===== config.mk =====
export PLATFORM = sky130hd
export DESIGN_NAME = warp_arbiter_n
export DESIGN_NICKNAME = d
export VERILOG_FILES = /design/src/rtl/warp_pkg.sv /design/src/rtl/warp_rr_pick.sv /design/src/rtl/warp_arbiter_n.sv
export SDC_FILE = /design/constraint.sdc
export NUM_CORES = 1
export LEC_CHECK = 0
export CAP_MARGIN = 20
export CORE_AREA = 4 4 138 140
export CTS_CLUSTER_SIZE = 16
export DETAILED_ROUTE_END_ITERATION = 8
export DIE_AREA = 0 0 142 144
export GPL_ROUTABILITY_DRIVEN = 0
export SYNTH_ARGS = -nofsm -noshare
export SYNTH_HDL_FRONTEND = slang
export SYNTH_SLANG_ARGS = --single-unit

===== constraint.sdc =====
create_clock -name wb_clk_i -period 3.1 [get_ports wb_clk_i]
set_input_delay 0.93 -clock wb_clk_i [delete_from_list [all_inputs] [get_ports wb_clk_i]]
set_output_delay 0.93 -clock wb_clk_i [all_outputs]
set_load 0.02 [all_outputs]

===== src/rtl/warp_pkg.sv =====
// Shared Wishbone widths, arbitration mode codes and the request payload
// used by the warp engine memory-port arbiter.
package warp_pkg;

    localparam int unsigned WB_AW     = 32;
    localparam int unsigned WB_DW     = 32;
    localparam int unsigned WB_SW     = 4;
    localparam int unsigned ARB_FIXED = 0;
    localparam int unsigned ARB_RR    = 1;

    typedef struct packed {
        logic [WB_AW-1:0] adr;
        logic [WB_DW-1:0] dat;
        logic [WB_SW-1:0] sel;
        logic             we;
    } wb_req_t;

endpackage


===== src/rtl/warp_rr_pick.sv =====
// Combinational N-way request picker: fixed priority (lowest index wins) or
// round-robin (first request found searching from i_ptr+1, wrapping).
module warp_rr_pick #(
    parameter int unsigned N    = 3,
    parameter int unsigned IDXW = 2
) (
    input  logic [N-1:0]    i_req,
    input  logic [IDXW-1:0] i_ptr,
    input  logic            i_mode,
    output logic [IDXW-1:0] o_idx,
    output logic            o_valid
);

    localparam int NI = int'(N);

    // Scan from lowest to highest priority so the last hit is the winner.
    always_comb begin
        int j;
        j       = 0;
        o_idx   = '0;
        o_valid = |i_req;
        if (!i_mode) begin
            for (int i = NI - 1; i >= 0; i--) begin
                if (i_req[i]) o_idx = IDXW'(i);
            end
        end else begin
            for (int k = NI; k >= 1; k--) begin
                j = int'(i_ptr) + k;
                if (j >= NI) j = j - NI;
                if (i_req[j]) o_idx = IDXW'(j);
            end
        end
    end

endmodule


===== src/rtl/warp_arbiter_n.sv =====
// N-port Wishbone master arbiter: fixed or round-robin grant, bounded burst
// hold per grant, and a no-ack watchdog that aborts the granted port.
module warp_arbiter_n
    import warp_pkg::*;
#(
    parameter int unsigned N         = 3,
    parameter int unsigned MODE      = 1,
    parameter int unsigned BURST_MAX = 4,
    parameter int unsigned TIMEOUT   = 64
) (
    input  logic                  wb_clk_i,
    input  logic                  wb_rst_i,
    input  logic [N*WB_AW-1:0]    s_adr_i,
    input  logic [N-1:0]          s_stb_i,
    input  logic [N-1:0]          s_we_i,
    input  logic [N*WB_DW-1:0]    s_dat_i,
    input  logic [N*WB_SW-1:0]    s_sel_i,
    output logic [N-1:0]          s_ack_o,
    output logic [N-1:0]          s_err_o,
    output logic [WB_DW-1:0]      s_dat_o,
    output logic [WB_AW-1:0]      mwb_adr_o,
    output logic                  mwb_cyc_o,
    output logic                  mwb_stb_o,
    output logic                  mwb_we_o,
    output logic [WB_DW-1:0]      mwb_dat_o,
    output logic [WB_SW-1:0]      mwb_sel_o,
    input  logic                  mwb_ack_i,
    input  logic [WB_DW-1:0]      mwb_dat_i,
    output logic [$clog2(N)-1:0]  grant_o,
    output logic                  busy_o
);

    localparam int unsigned IDXW    = $clog2(N);
    localparam int unsigned BCW     = $clog2(BURST_MAX + 1);
    localparam int unsigned WDW     = (TIMEOUT == 0) ? 1 : $clog2(TIMEOUT + 1);
    localparam int unsigned WD_LIM  = (TIMEOUT == 0) ? 0 : TIMEOUT - 1;
    localparam logic        WDOG_EN = (TIMEOUT != 0);
    localparam logic        RR_MODE = (MODE == ARB_RR);

    localparam logic [0:0] ST_IDLE = 1'b0;
    localparam logic [0:0] ST_BUSY = 1'b1;

    logic [0:0]      r_state, r_state_nxt;
    logic [IDXW-1:0] r_grant, r_grant_nxt;
    logic [IDXW-1:0] r_ptr,   r_ptr_nxt;
    logic [BCW-1:0]  r_burst, r_burst_nxt;
    logic [WDW-1:0]  r_wd,    r_wd_nxt;

    logic [IDXW-1:0] w_pick_idx;
    logic            w_pick_vld;
    logic            w_busy;
    logic            w_stb_g;
    logic            w_ack;
    logic            w_last;
    logic            w_timeout;
    logic [N-1:0]    w_gnt_oh;
    logic [BCW-1:0]  w_burst_inc;
    wb_req_t         w_req;

    warp_rr_pick #(
        .N    (N),
        .IDXW (IDXW)
    ) u_pick (
        .i_req   (s_stb_i),
        .i_ptr   (r_ptr),
        .i_mode  (RR_MODE),
        .o_idx   (w_pick_idx),
        .o_valid (w_pick_vld)
    );

    // Select the granted requester's payload and strobe.
    always_comb begin
        w_req    = '0;
        w_stb_g  = 1'b0;
        w_gnt_oh = '0;
        for (int i = 0; i < int'(N); i++) begin
            if (r_grant == IDXW'(i)) begin
                w_req.adr   = s_adr_i[i*WB_AW +: WB_AW];
                w_req.dat   = s_dat_i[i*WB_DW +: WB_DW];
                w_req.sel   = s_sel_i[i*WB_SW +: WB_SW];
                w_req.we    = s_we_i[i];
                w_stb_g     = s_stb_i[i];
                w_gnt_oh[i] = 1'b1;
            end
        end
    end

    assign w_busy      = (r_state == ST_BUSY);
    assign w_ack       = w_busy & w_stb_g & mwb_ack_i;
    assign w_burst_inc = r_burst + BCW'(1);
    assign w_last      = (w_burst_inc == BCW'(BURST_MAX));
    assign w_timeout   = WDOG_EN & w_busy & w_stb_g & ~mwb_ack_i & (r_wd == WDW'(WD_LIM));

    always_comb begin
        r_state_nxt = r_state;
        r_grant_nxt = r_grant;
        r_ptr_nxt   = r_ptr;
        r_burst_nxt = r_burst;
        r_wd_nxt    = r_wd;
        case (r_state)
            ST_IDLE: begin
                r_burst_nxt = '0;
                r_wd_nxt    = '0;
                if (w_pick_vld) begin
                    r_grant_nxt = w_pick_idx;
                    r_state_nxt = ST_BUSY;
                end
            end
            ST_BUSY: begin
                if (!w_stb_g) begin
                    r_state_nxt = ST_IDLE;
                    r_ptr_nxt   = r_grant;
                end else if (w_ack) begin
                    r_burst_nxt = w_burst_inc;
                    r_wd_nxt    = '0;
                    if (w_last) begin
                        r_state_nxt = ST_IDLE;
                        r_ptr_nxt   = r_grant;
                    end
                end else if (w_timeout) begin
                    r_state_nxt = ST_IDLE;
                    r_ptr_nxt   = r_grant;
                end else if (WDOG_EN) begin
                    r_wd_nxt = r_wd + WDW'(1);
                end
            end
            default: r_state_nxt = ST_IDLE;
        endcase
    end

    always_ff @(posedge wb_clk_i or negedge wb_rst_i) begin
        if (!wb_rst_i) begin
            r_state <= ST_IDLE;
            r_grant <= '0;
            r_ptr   <= IDXW'(N - 1);
            r_burst <= '0;
            r_wd    <= '0;
        end else begin
            r_state <= r_state_nxt;
            r_grant <= r_grant_nxt;
            r_ptr   <= r_ptr_nxt;
            r_burst <= r_burst_nxt;
            r_wd    <= r_wd_nxt;
        end
    end

    // Master bus is driven only while a grant is active; IDLE drives zeros.
    always_comb begin
        mwb_adr_o = '0;
        mwb_dat_o = '0;
        mwb_sel_o = '0;
        mwb_we_o  = 1'b0;
        mwb_stb_o = 1'b0;
        if (w_busy) begin
            mwb_adr_o = w_req.adr;
            mwb_dat_o = w_req.dat;
            mwb_sel_o = w_req.sel;
            mwb_we_o  = w_req.we;
            mwb_stb_o = w_stb_g;
        end
        s_ack_o = w_ack     ? w_gnt_oh : '0;
        s_err_o = w_timeout ? w_gnt_oh : '0;
    end

    assign mwb_cyc_o = w_busy;
    assign busy_o    = w_busy;
    assign grant_o   = r_grant;
    assign s_dat_o   = mwb_dat_i;

endmodule


==> results.md <==
* Worst R2R End: r_wd[2]
* Required @ worst endpoint at 2170 ps
* Min Hold Slack at 564 ps
* Core area at 0.0178 mm2
* CP arrival at 2120 ps
* Worst-Skew Late Latency at 250 ps
* #FFs+latches synth at 15
* Initial Utilization at 16.5%
* Worst Hold Launch: r_wd[5]
* Num CTS Buffers at 3
* Die X at 142 um
* Outcome: completed
* Number of global-route vias before repair at 3965
* Routed vias/inst at 4.30
* Power per Cell Area at 715 mW/mm2
* Pre-antenna DRT Iters at 4
* DRT iter0 DRCs at 99
* Asr flop ratio synth at 100%
* Global-route wire length before repair at 20700 um
* CTS tree: built
* Setup violators final at 0
* Share of cells above drive strength 1 at 7.39%
* Yosys Warn Count at 0
* Clock transition at path regs at 50 ps
* Setup crit end kind: output pin
* Tmin final at 3050 ps
* Critical path peak fanout at 5
* Remaining antenna violation count at 0
* Hold Path End: r_wd[5]
* Post-route insts no fill at 933
* Via count at 4011
* Max Cap Viol at 0
* Worst reg2reg path depth at 7
* Max Slew Vio Count at 0
* Max Freq at 327 MHz
* Diode count at 0
* Yosys cell types at 40
* Synthesized instance count at 453
* Ys flop type: dfrtp_1
* Total Routing Usage GR at 12.2%
* Io pins at 357
* Die area at 0.0204 mm2
* Setup ws final at 46.5 ps
* Final hold violation count at 0
* Critical path class: in2out
* Die Ht at 144 um
* Global route overflow at 0
* P&R area growth vs syn at 105%
* Largest net degree at the start of global routing at 43
* Slew margin rel. at 52.9%
* Post-Place Worst Slack at -564 ps
* Worst r2r src: grant_o[1]
* Critical path startpoint category: primary input
* Seq/Total Area, Yosys at 12.8%
* Post-Syn Area per Cell at 6.50 um2
* IO buf count at 292
* Syn_nets at 704
* VDD IR max at 0.523 mV
* R2R setup slack at 1000 ps
* Wirelength per Cell at 15.2 um
* Initial antenna violation count at 0
* P_leak at 0.00276 uW
* Synthesized area at 0.00294 mm2
* Final Cycle Share at 98.5%
* Htree depth at 1
* Hold Crit Class: reg2reg
* RSZ-0062 raised after global routing: no
* Slew @ Worst Pin at 705 ps
* Placement Cell Area at 0.00600 mm2
* Placed Cells at 927
* Post-synth EDFFs at 0
* Rows at 49
* Routed wire length at 14200 um
* Clock skew at 3.14 ps
* Hold depth at 2
* Nets at 956
* Clock Root Buffer: clkbuf_16
* # clock sinks at 15
* Cell area after layout at 0.00604 mm2
* Clk buf depth at 2
* DRC Markers at 0
* Hpwl dp at 11400 um
==> layout make-up <==
type,count,area [um2]
clock inverter,1,5.00
multi-input combinational,362,2190
fill,1939,11800
clock buffer,3,75.1
tap,229,287
inverter,7,26.3
sequential,15,382
timing repair buffer,316,3070
==> metal layers <==
| metal | vias up | share of wire [%] | track usage [%] |
|---|---|---|---|
| met4 | 0 | 0.36 | 0.909 |
| met5 | - | 0 | 0 |
| met3 | 10 | 8.9 | 4.03 |
| met1 | 1803 | 39 | 14.4 |
| li1 | 2019 | - | - |
| met2 | 179 | 51 | 22.6 |
==> what timing repair did <==
item                       in CTS  in global routing
pin swaps                       1                  3
buffers inserted                1                  1
setup endpoints to repair      75                  8
gates resized for setup        96                 12
hold buffers                    0                  0
==> stage by stage <==
step | setup TNS, ps | util (%) | power [uW]
2_1_floorplan | 0 | - | 2680
3_3_place_gp | -12540 | 33.6 | 4430
3_5_place_dp | -13030 | 33.6 | 4430
4_1_cts | 0 | 33.7 | 4370
5_1_grt | 0 | 33.8 | 4680
6_report | 0 | 33.8 | 4320
==> cells in the final DEF (no fill, tap or decap), drive strengths merged, types with 4 or more instances in the layout <==
cell type	synthesis	routed
a21oi	77	77
nand2	10	10
or4	6	6
clkdlybuf4s15	0	5
clkbuf	12	4
nor2	146	146
dlygate4sd2	0	67
o21ai	5	5
inv	7	7
o31ai	4	4
mux2i	72	72
ha	6	6
clkdlybuf4s50	0	213
buf	57	29
nand3	8	8
dfrtp	14	14
==> synthesized netlist by cell type (all sizes together) (2+ instances only) <==
cell type,count,share of area [%]
nand3,8,1.4
or3,2,0.43
ha,6,2.6
o21ai,5,0.85
nand4,2,0.64
nand2,10,1.3
dfrtp,14,12
nor2b,2,0.43
mux2,3,1.4
a21oi,77,13
nor3,3,0.51
or4,6,1.7
clkbuf,12,1.5
nor2,146,19
nor4,2,0.43
o31ai,4,1.0
buf,57,12
inv,7,0.89
mux2i,72,24
==> critical path, cell delays in order <==
cell             delay [ps]
clkdlybuf4s50_1         540
buf_4                   160
nand2_1                  50
nor2_1                   90
dlygate4sd2_1           350
==> flip-flops by register name, summed over array words and instances (netlist names) <==
| name | cells |
|---|---|
| r_burst | 3 |
| grant_o | 2 |
| busy_o | 1 |
| r_ptr | 2 |
| r_wd | 7 |
==> how the worst max path moves through the flow <==
stage | startpoint | end | slack (ps) | cells after the start
after detailed placement | s_stb_i[1] | s_err_o[2] | -560 | 6
final | s_stb_i[2] | s_ack_o[2] | 50 | 5
after global placement | s_stb_i[1] | s_err_o[2] | -560 | 6
after global routing | s_dat_i[31] | mwb_dat_o[31] | 0.9 | 6
after CTS | mwb_ack_i | s_err_o[2] | 20 | 5
after floorplan | mwb_ack_i | s_err_o[0] | 10 | 3
==> power breakdown <==
group	total (uW)	switching (uW)	internal, uW
logic	3730	2110	1610
clock network	257	84.9	173
registers	334	77.6	257
total	4320	2280	2040
==> cells by family after synthesis <==
| group | after synthesis | share of synthesized area, % |
|---|---|---|
| buf+inv | 76 | 14.5 |
| simple gates | 185 | 26.4 |
| flops | 15 | 12.8 |
| compound gates | 95 | 17.6 |
| mux | 75 | 25.9 |
| fa+ha+maj | 6 | 2.55 |
| xor+xnor | 1 | 0.298 |
Note: power is estimated with default switching activity, not from simulation.
